==> src/rtl/rx_word_assembler_pkg.sv <==
// Shared definitions for the RX word assembler: state encoding and the
// byte width used across the UART RX/TX path.
package rx_word_assembler_pkg;

    localparam int DEFAULT_DATA_BITS = 8;

    localparam logic ST_COLLECT = 1'b0;
    localparam logic ST_HOLD    = 1'b1;

    typedef enum logic {
        COLLECT = ST_COLLECT,
        HOLD    = ST_HOLD
    } state_t;

endpackage

==> src/rtl/rx_timeout_counter.sv <==
// Inter-byte silence counter: clears on i_clear or when not running, and
// flags the terminal count so the caller can discard a stale partial word.
module rx_timeout_counter #(
    parameter int TIMEOUT_CYCLES = 100000
) (
    input  logic clk,
    input  logic rst,
    input  logic i_clear,
    input  logic i_run,
    output logic o_expired
);

    localparam int CW = (TIMEOUT_CYCLES > 1) ? $clog2(TIMEOUT_CYCLES) : 1;
    localparam logic [CW-1:0] TERM = CW'(TIMEOUT_CYCLES - 1);

    logic [CW-1:0] cnt_q;

    // A clear in the terminal cycle suppresses expiry: a late byte still counts.
    assign o_expired = i_run && !i_clear && (cnt_q == TERM);

    always_ff @(posedge clk or negedge rst) begin
        if (!rst) begin
            cnt_q <= '0;
        end else if (i_clear || !i_run || o_expired) begin
            cnt_q <= '0;
        end else begin
            cnt_q <= cnt_q + 1'b1;
        end
    end

endmodule

==> src/rtl/rx_word_assembler.sv <==
// Packs consecutive UART RX bytes little-endian into one word and offers it
// on a valid/ready port. Optional inter-byte timeout: define RX_WORD_TIMEOUT_EN.
module rx_word_assembler
    import rx_word_assembler_pkg::*;
#(
    parameter int DATA_BITS      = DEFAULT_DATA_BITS,
    parameter int WORD_BYTES     = 4,
    parameter int TIMEOUT_CYCLES = 100000
) (
    input  logic                               clk,
    input  logic                               rst,
    input  logic                               i_rx_done,
    input  logic [DATA_BITS-1:0]               i_rx_data,
    output logic [WORD_BYTES*DATA_BITS-1:0]    o_word,
    output logic                               o_word_valid,
    input  logic                               i_word_ready,
    output logic [$clog2(WORD_BYTES+1)-1:0]    o_byte_count,
    output logic                               o_overrun,
    output logic                               o_timeout
);

    localparam int CNT_W = $clog2(WORD_BYTES + 1);
    localparam logic [CNT_W-1:0] LAST_LANE = CNT_W'(WORD_BYTES - 1);

    state_t                          state_q, state_d;
    logic [CNT_W-1:0]                count_q, count_d;
    logic [CNT_W-1:0]                wr_lane;
    logic                            wr_en;
    logic                            overrun_d;
    logic                            tmo_hit;
    logic [WORD_BYTES*DATA_BITS-1:0] word_q;

    // Handshake: o_word is transferred on any clk edge where o_word_valid and
    // i_word_ready are both high; o_word/o_word_valid never change while valid
    // is waiting, and ready without valid has no effect.
    assign o_word_valid = (state_q == HOLD);
    assign o_word       = word_q;
    assign o_byte_count = count_q;

    always_comb begin
        state_d   = state_q;
        count_d   = count_q;
        wr_en     = 1'b0;
        wr_lane   = count_q;
        overrun_d = o_overrun;
        case (state_q)
            COLLECT: begin
                if (i_rx_done) begin
                    wr_en = 1'b1;
                    if (count_q == LAST_LANE) begin
                        count_d = '0;
                        state_d = HOLD;
                    end else begin
                        count_d = count_q + 1'b1;
                    end
                end else if (tmo_hit) begin
                    count_d = '0;
                end
            end
            HOLD: begin
                if (i_word_ready) begin
                    state_d = COLLECT;
                    if (i_rx_done) begin
                        wr_en   = 1'b1;
                        wr_lane = '0;
                        count_d = CNT_W'(1);
                    end
                end else if (i_rx_done) begin
                    overrun_d = 1'b1;
                end
            end
            default: state_d = COLLECT;
        endcase
    end

    always_ff @(posedge clk or negedge rst) begin
        if (!rst) begin
            state_q <= COLLECT;
        end else begin
            state_q <= state_d;
        end
    end

    always_ff @(posedge clk or negedge rst) begin
        if (!rst) begin
            count_q   <= '0;
            o_overrun <= 1'b0;
            word_q    <= '0;
        end else begin
            count_q   <= count_d;
            o_overrun <= overrun_d;
            if (wr_en) begin
                word_q[int'(wr_lane)*DATA_BITS +: DATA_BITS] <= i_rx_data;
            end
        end
    end

`ifdef RX_WORD_TIMEOUT_EN
    logic tmo_run;

    assign tmo_run = (state_q == COLLECT) && (count_q != '0);

    rx_timeout_counter #(
        .TIMEOUT_CYCLES(TIMEOUT_CYCLES)
    ) u_timeout (
        .clk       (clk),
        .rst       (rst),
        .i_clear   (i_rx_done),
        .i_run     (tmo_run),
        .o_expired (tmo_hit)
    );

    always_ff @(posedge clk or negedge rst) begin
        if (!rst) begin
            o_timeout <= 1'b0;
        end else begin
            o_timeout <= tmo_hit;
        end
    end
`else
    assign tmo_hit   = 1'b0;
    assign o_timeout = 1'b0;
`endif

endmodule

==> config.mk <==
export PLATFORM = sky130hd
export DESIGN_NAME = rx_word_assembler
export DESIGN_NICKNAME = d
export VERILOG_FILES = /design/src/rtl/rx_word_assembler_pkg.sv /design/src/rtl/rx_timeout_counter.sv /design/src/rtl/rx_word_assembler.sv
export SDC_FILE = /design/constraint.sdc
export NUM_CORES = 1
export LEC_CHECK = 0
export ABC_CLOCK_PERIOD_IN_PS = 3200
export BUFFER_PORTS_ARGS = -buffer_cell sky130_fd_sc_hd__buf_2
export CORE_MARGIN = 2
export CORE_UTILIZATION = 51
export CTS_CLUSTER_DIAMETER = 200
export DETAILED_ROUTE_END_ITERATION = 10
export PLACE_DENSITY = 0.88
export SLEW_MARGIN = 25
export SYNTH_ARGS = -nofsm -noshare
export SYNTH_HDL_FRONTEND = slang
export SYNTH_SLANG_ARGS = --single-unit
==> constraint.sdc <==
create_clock -name clk -period 3.2 [get_ports clk]
set_clock_uncertainty 0.1 [all_clocks]
set_input_delay 0.8 -clock clk [delete_from_list [all_inputs] [get_ports clk]]
set_output_delay 0.8 -clock clk [all_outputs]
set_load 0.03 [all_outputs]
Word level (Yosys, flattened, before mapping)
Cells that the tools add are included.
{"block": "classes", "addsub": 2, "n_shift": 2, "div_mod_pow": 0, "mux": 16, "n_eq_ne": 4, "n_reduce_logical": 2, "n_lt_le_gt_ge": 0, "bitwise": 2, "n_mul": 0}
{"operator": "$neg A6 Y33", "n": 1}
{"operator": "$shift A8 B33 Y32 const A", "n": 1}
{"operator": "$shiftx A8 B33 Y32", "n": 1}
{"operator": "$bwmux W32", "n": 1}
{"operator": "$mux W3", "n": 7}
{"operator": "$ne A2 B2 Y1 const B", "n": 3}
{"operator": "$pmux W3 S2", "n": 1}
{"operator": "$reduce_and A3 Y1", "n": 2}
{"operator": "$mux W1", "n": 5}
{"operator": "$pmux W1 S2", "n": 2}
{"operator": "$add A3 B1 Y3 const B", "n": 1}
{"operator": "$eq A3 B2 Y1 const B", "n": 1}
{"operator": "$not A1 Y1", "n": 2}
{"block": "totals", "reg_bits": 37, "latch_bits": 0, "mem_count": 0, "ramBits": 0, "elab_cells": 32, "inputBits": 12, "rom_bits": 0}

Longest topological paths before layout
{"block": "depth", "word_depth": 6, "mapped_depth": 10, "ltp_nobuf": 8}

Least setup slack after synthesis
OpenSTA, ideal clock, no wires.
{"block": "synth_timing", "path_kind": "input port to flip-flop", "startpoint": "in i_rx_done", "endpoint": "reg word_q[16] (netlist: o_word[16])", "slack_ps": -30, "path_stages": 10, "t_arrival_ps": 3005, "n_path_buf": 2, "path_cell_list": "buf_4 -> nand3_1 -> clkbuf_1 -> and2_1 -> inv_1 -> ha_1 -> ha_1 -> nand4bb_1 -> nor3b_4 -> mux2_2"}
{"block": "synth_via", "elab_chain_cells": 6, "elab_cells_between_ends": 10, "cone_classes": "add/sub: 1; shift: 2; mux: 7"}
{"element": "start, declared", "line": "rx_word_assembler.sv:12", "source": "input logic i_rx_done,"}
{"element": "$mux W3", "line": "rx_word_assembler.sv:63", "source": "if (i_rx_done) begin"}
{"element": "$mux W3", "line": "rx_word_assembler.sv:61", "source": "if (i_word_ready) begin"}
{"element": "$mux W3", "line": "rx_word_assembler.sv:46", "source": "case (state_q)"}
{"element": "$neg A6 Y33", "line": "rx_word_assembler.sv:93", "source": "word_q[int'(wr_lane)*DATA_BITS +: DATA_BITS] <= i_rx_data;"}
{"element": "$shiftx A8 B33 Y32 or $shift A8 B33 Y32 (tied branches)", "line": "rx_word_assembler.sv:93"}
{"element": "$bwmux W32", "line": "rx_word_assembler.sv:93"}
{"element": "end signal, assigned by index", "line": "rx_word_assembler.sv:93"}
{"element": "end, declared", "line": "rx_word_assembler.sv:31", "source": "logic [WORD_BYTES*DATA_BITS-1:0] word_q;"}
Parallel ways exist; a longest one is shown, timed or not.
A chain may end at the register's enable or synchronous reset.

Worst setup path in the final report
{"block": "layout_timing", "startpoint": "in i_word_ready", "endpoint": "reg word_q[7] (netlist: o_word[7])"}
{"block": "layout_via", "elab_chain_cells": 5, "elab_cells_between_ends": 8, "cone_classes": "add/sub: 1; shift: 2; mux: 5"}
{"element": "start, declared", "line": "rx_word_assembler.sv:16", "source": "input logic i_word_ready,"}
{"element": "$mux W3", "line": "rx_word_assembler.sv:61"}
{"element": "$mux W3", "line": "rx_word_assembler.sv:46"}
{"element": "$neg A6 Y33", "line": "rx_word_assembler.sv:93"}
{"element": "$shiftx A8 B33 Y32 or $shift A8 B33 Y32 (tied branches)", "line": "rx_word_assembler.sv:93"}
{"element": "$bwmux W32", "line": "rx_word_assembler.sv:93"}
Parallel ways exist; a longest one is shown, timed or not.

==> metrics.md <==
| Metric | Value |
|---|---|
| Net count after synthesis | `between 150 and 200` |
| Gp weighted congestion | `roughly 0.9` |
| Switch share | `between 40 and 50%` |
| Finish-stage setup viols | `0` |
| Post-DP Area | `2060 sq um` |
| DR iter-0 viols | `52` |
| Antenna diode count | `0` |
| Deepest clock path buffer count | `2` |
| Setup Total Neg Slack | `0 ps` |
| Antenna violations before repair | `0` |
| Cell Area, Synth | `1750 sq um` |
| Cell area power density | `roughly 1100 nW/um^2` |
| Clock network fraction of design power | `12.2%` |
| Total number of clock tree sinks | `37` |
| Warnings, synthesis | `0` |
| First-pass detailed-route iteration total | `4` |
| Number of buffers inserted by hold repair at cts | `0` |
| Reg2reg path depth | `8` |
| Most frequent cells after synthesis | `sky130_fd_sc_hd__dfrtp_1 (37), sky130_fd_sc_hd__mux2_2 (25), sky130_fd_sc_hd__inv_1 (12)` |
| Signed area change from the synthesized netlist to the final layout | `21.6%` |
| Post-route fraction of the period consumed by the critical path | `83.7%` |
| Die Width | `62.6 um` |
| Count of unresolved DRC violations after routing | `0` |
| Post-DR wirelength/cell | `around 16 um` |
| Vias in the first global route | `~1300` |
| Synthesized instance count | `~140` |
| Number of synthesized flops with an enable pin | `0` |
| Static leakage power | `about 1.1 nW` |
| First-pass GRT wire length | `6.31 mm` |
| Buffer type at the clock tree root | `sky130_fd_sc_hd__clkbuf_4` |
| Cell internal pwr | `~1.2 mW` |
| Share of layout cells above drive strength 1 | `between 40% and 50%` |
| Grt total ovfl | `0` |
| Setup repair after global routing missed its margin | `no` |
| Pin count of the biggest net entering global routing | `38` |
| Maximum fanout encountered on the critical timing path | `8` |
| # placed instances | `between 200 and 250` |
| Final count of pins violating max slew | `0` |
| Worst Hold Depth | `1` |
| Worst hold endpoint | `o_overrun` |
| NetSw | `between 1 and 1.5 mW` |
| Total Nets Final | `between 200 and 250` |
| Class of the most critical setup path | `input port to flop` |
| # IOs | `50` |
| Reg-to-Reg End | `o_word[7]` |
| Cell accounting for the most synthesized area | `sky130_fd_sc_hd__dfrtp_1` |
| Pin slew with the least headroom to its limit | `797 ps` |
| Global routing usage summed across all routing layers | `between 20% and 30%` |
| Area of the die | `around 4000 sq um` |
| Starting Density | `between 50% and 60%` |
| CP Capture Type | `flop` |
| Flip-flop and latch count after synthesis | `37` |
| Final Instance Count excl. Fillers | `235` |
| Category of the worst setup path launch point | `input port` |
| Clock tree from TritonCTS | `built` |
| Placed wire-length estimate | `2.81 mm` |
| Worst path required time | `between 3000 and 4000 ps` |
| Residual antenna-violating net count after detailed routing | `0` |
| Area fraction of the dominant cell type after synthesis | `52.8%` |
| Std-Cell Core Area | `between 3000 and 4000 sq um` |
| Number of buffers inserted to repair setup after CTS | `0` |
| Max-cap violations | `0` |
| Maximum VDD drop | `576 uV` |
| Skew-Pair Late Insertion Delay | `between 300 and 400 ps` |
| Number of failing hold endpoints at the final stage | `0` |
| Cell area after layout | `between 2000 and 2500 sq um` |
| Number of cells upsized or downsized after cts | `0` |
| HP Start | `o_overrun` |
| Number of distinct library cells after synthesis | `28` |
| Share of power burned in combinational logic | `54.1%` |
| Row Count | `21` |
| Peak clock frequency supported by timing | `about 370 MHz` |
| Per-instance average area after synthesis | `between 10 and 15 sq um` |
| H-tree depth | `2` |
| Slack of the worst reg-to-reg path | `630 ps` |
| Type of the worst min-delay path | `flop to flop` |
| PortBufs | `between 40 and 50` |
| Final Critical Period | `between 2000 and 3000 ps` |
| Relative slew margins | `between 40 and 50%` |
| Total number of vias | `1271` |
| Die Ht | `approximately 63 um` |
| Sum of routed wire length over all layers | `roughly 3.8 mm` |
| Data arrival time of the worst path | `about 2800 ps` |
| Avg Vias per Cell | `~5.4` |
| CTS buffer count | `5` |
| Reg power frac | `roughly a third` |
| Primary FF master, synth | `sky130_fd_sc_hd__dfrtp_1` |
| Launch instance of the worst register-to-register path | `o_word_valid` |
| Clock transition at the registers of the reported paths | `110 ps` |
| Share of flip-flops with an asynchronous set or reset | `100%` |
| Register area share after synthesis | `a little over half` |
| Dominant cells by area after synthesis | `sky130_fd_sc_hd__dfrtp_1 (53%), sky130_fd_sc_hd__mux2_2 (16%), sky130_fd_sc_hd__and4b_1 (4.6%)` |
| Most numerous cell in the Yosys netlist | `sky130_fd_sc_hd__dfrtp_1` |
| Run status | `completed` |
## cell type report
type	count	area, sq um
clock buffers	7	65.1
clock inverters	1	5.00
fillers	264	1180
inverters	12	45.0
multi-input cells	79	742
flip-flops and latches	37	926
well taps	46	57.6
repair buffers	53	290
## critical path, cell delays in order
cell	delay (ps)
sky130_fd_sc_hd__buf_2	110
sky130_fd_sc_hd__nand3_1	130
sky130_fd_sc_hd__and2_1	190
sky130_fd_sc_hd__inv_1	60
sky130_fd_sc_hd__ha_1	190
sky130_fd_sc_hd__ha_1	320
sky130_fd_sc_hd__nor3b_1	370
sky130_fd_sc_hd__o2111ai_4	280
sky130_fd_sc_hd__mux2_2	350
## state kept, by name (all words and copies together), names as in the netlist
name          count
o_byte_count      3
o_word_valid      1
o_word           32
o_overrun         1
## layer usage
layer  wire length (um)  GRT usage (%)
met1               1610           25.7
met2               1900           35.6
met3                224           6.85
met4                 35           5.83
met5                  0              0
## power by group through the flow
stage          Sequential [mW]  Combinational (mW)  Clock [mW]
6_report                 0.759                1.22       0.276
2_1_floorplan             1.12               0.511           0
5_1_grt                  0.780                1.30       0.305
3_5_place_dp             0.766                1.23           0
3_3_place_gp             0.755                1.19           0
4_1_cts                  0.759                1.23       0.281
## logic make-up (layout without fill, tap and decap cells)
group                      count (synthesis)  after routing  synth area share (%)
muxes                                     33             33                  20.6
AOI/OAI and AO/OA                          7              7                  3.71
other                                      1              1                 0.214
DFF                                       37             37                  52.8
adders and majority gates                  5              5                  3.57
and+or+nand+nor                           33             33                  14.2
buffers and inverters                     20             73                  4.85
## how the worst max path moves through the flow
| stage | from | endpoint | slack (ps) | depth (start not counted) |
|---|---|---|---|---|
| after floorplan | i_rx_done | o_word[16] | 40 | 10 |
| after global placement | i_word_ready | o_word[0] | 270 | 9 |
| after detailed placement | i_word_ready | o_word[7] | 180 | 9 |
| after CTS | i_word_ready | o_word[0] | 530 | 9 |
| after global routing | i_word_ready | o_word[1] | 440 | 9 |
| final | i_word_ready | o_word[7] | 520 | 9 |
## per-stage QoR
| step | hold WS (ps) | worst slack (ps) | total power, mW | utilization [%] |
|---|---|---|---|---|
| CTS | 406 | 527 | 2.27 | 64.4 |
| finish | 394 | 520 | 2.26 | 64.4 |
| global route | 424 | 439 | 2.39 | 64.4 |
| global placement | 355 | 274 | 1.94 | 62.2 |
| floorplan | 404 | 38.6 | 1.63 | - |
| detailed placement | 377 | 176 | 1.99 | 62.2 |
## cell usage in the layout, fill, tap and decap left out, drive strengths merged, types with 2 or more instances in the layout
| cell type | Yosys | layout |
|---|---|---|
| ha | 5 | 5 |
| and4 | 2 | 2 |
| nand3 | 2 | 2 |
| mux2 | 25 | 25 |
| clkbuf | 4 | 7 |
| nand4 | 8 | 8 |
| mux2i | 8 | 8 |
| inv | 12 | 12 |
| nand2 | 3 | 3 |
| a21oi | 3 | 3 |
| buf | 4 | 53 |
| and2 | 2 | 2 |
| and4b | 8 | 8 |
| nor3b | 2 | 2 |
| dfrtp | 37 | 37 |
Power figures use the tool's default switching activity.
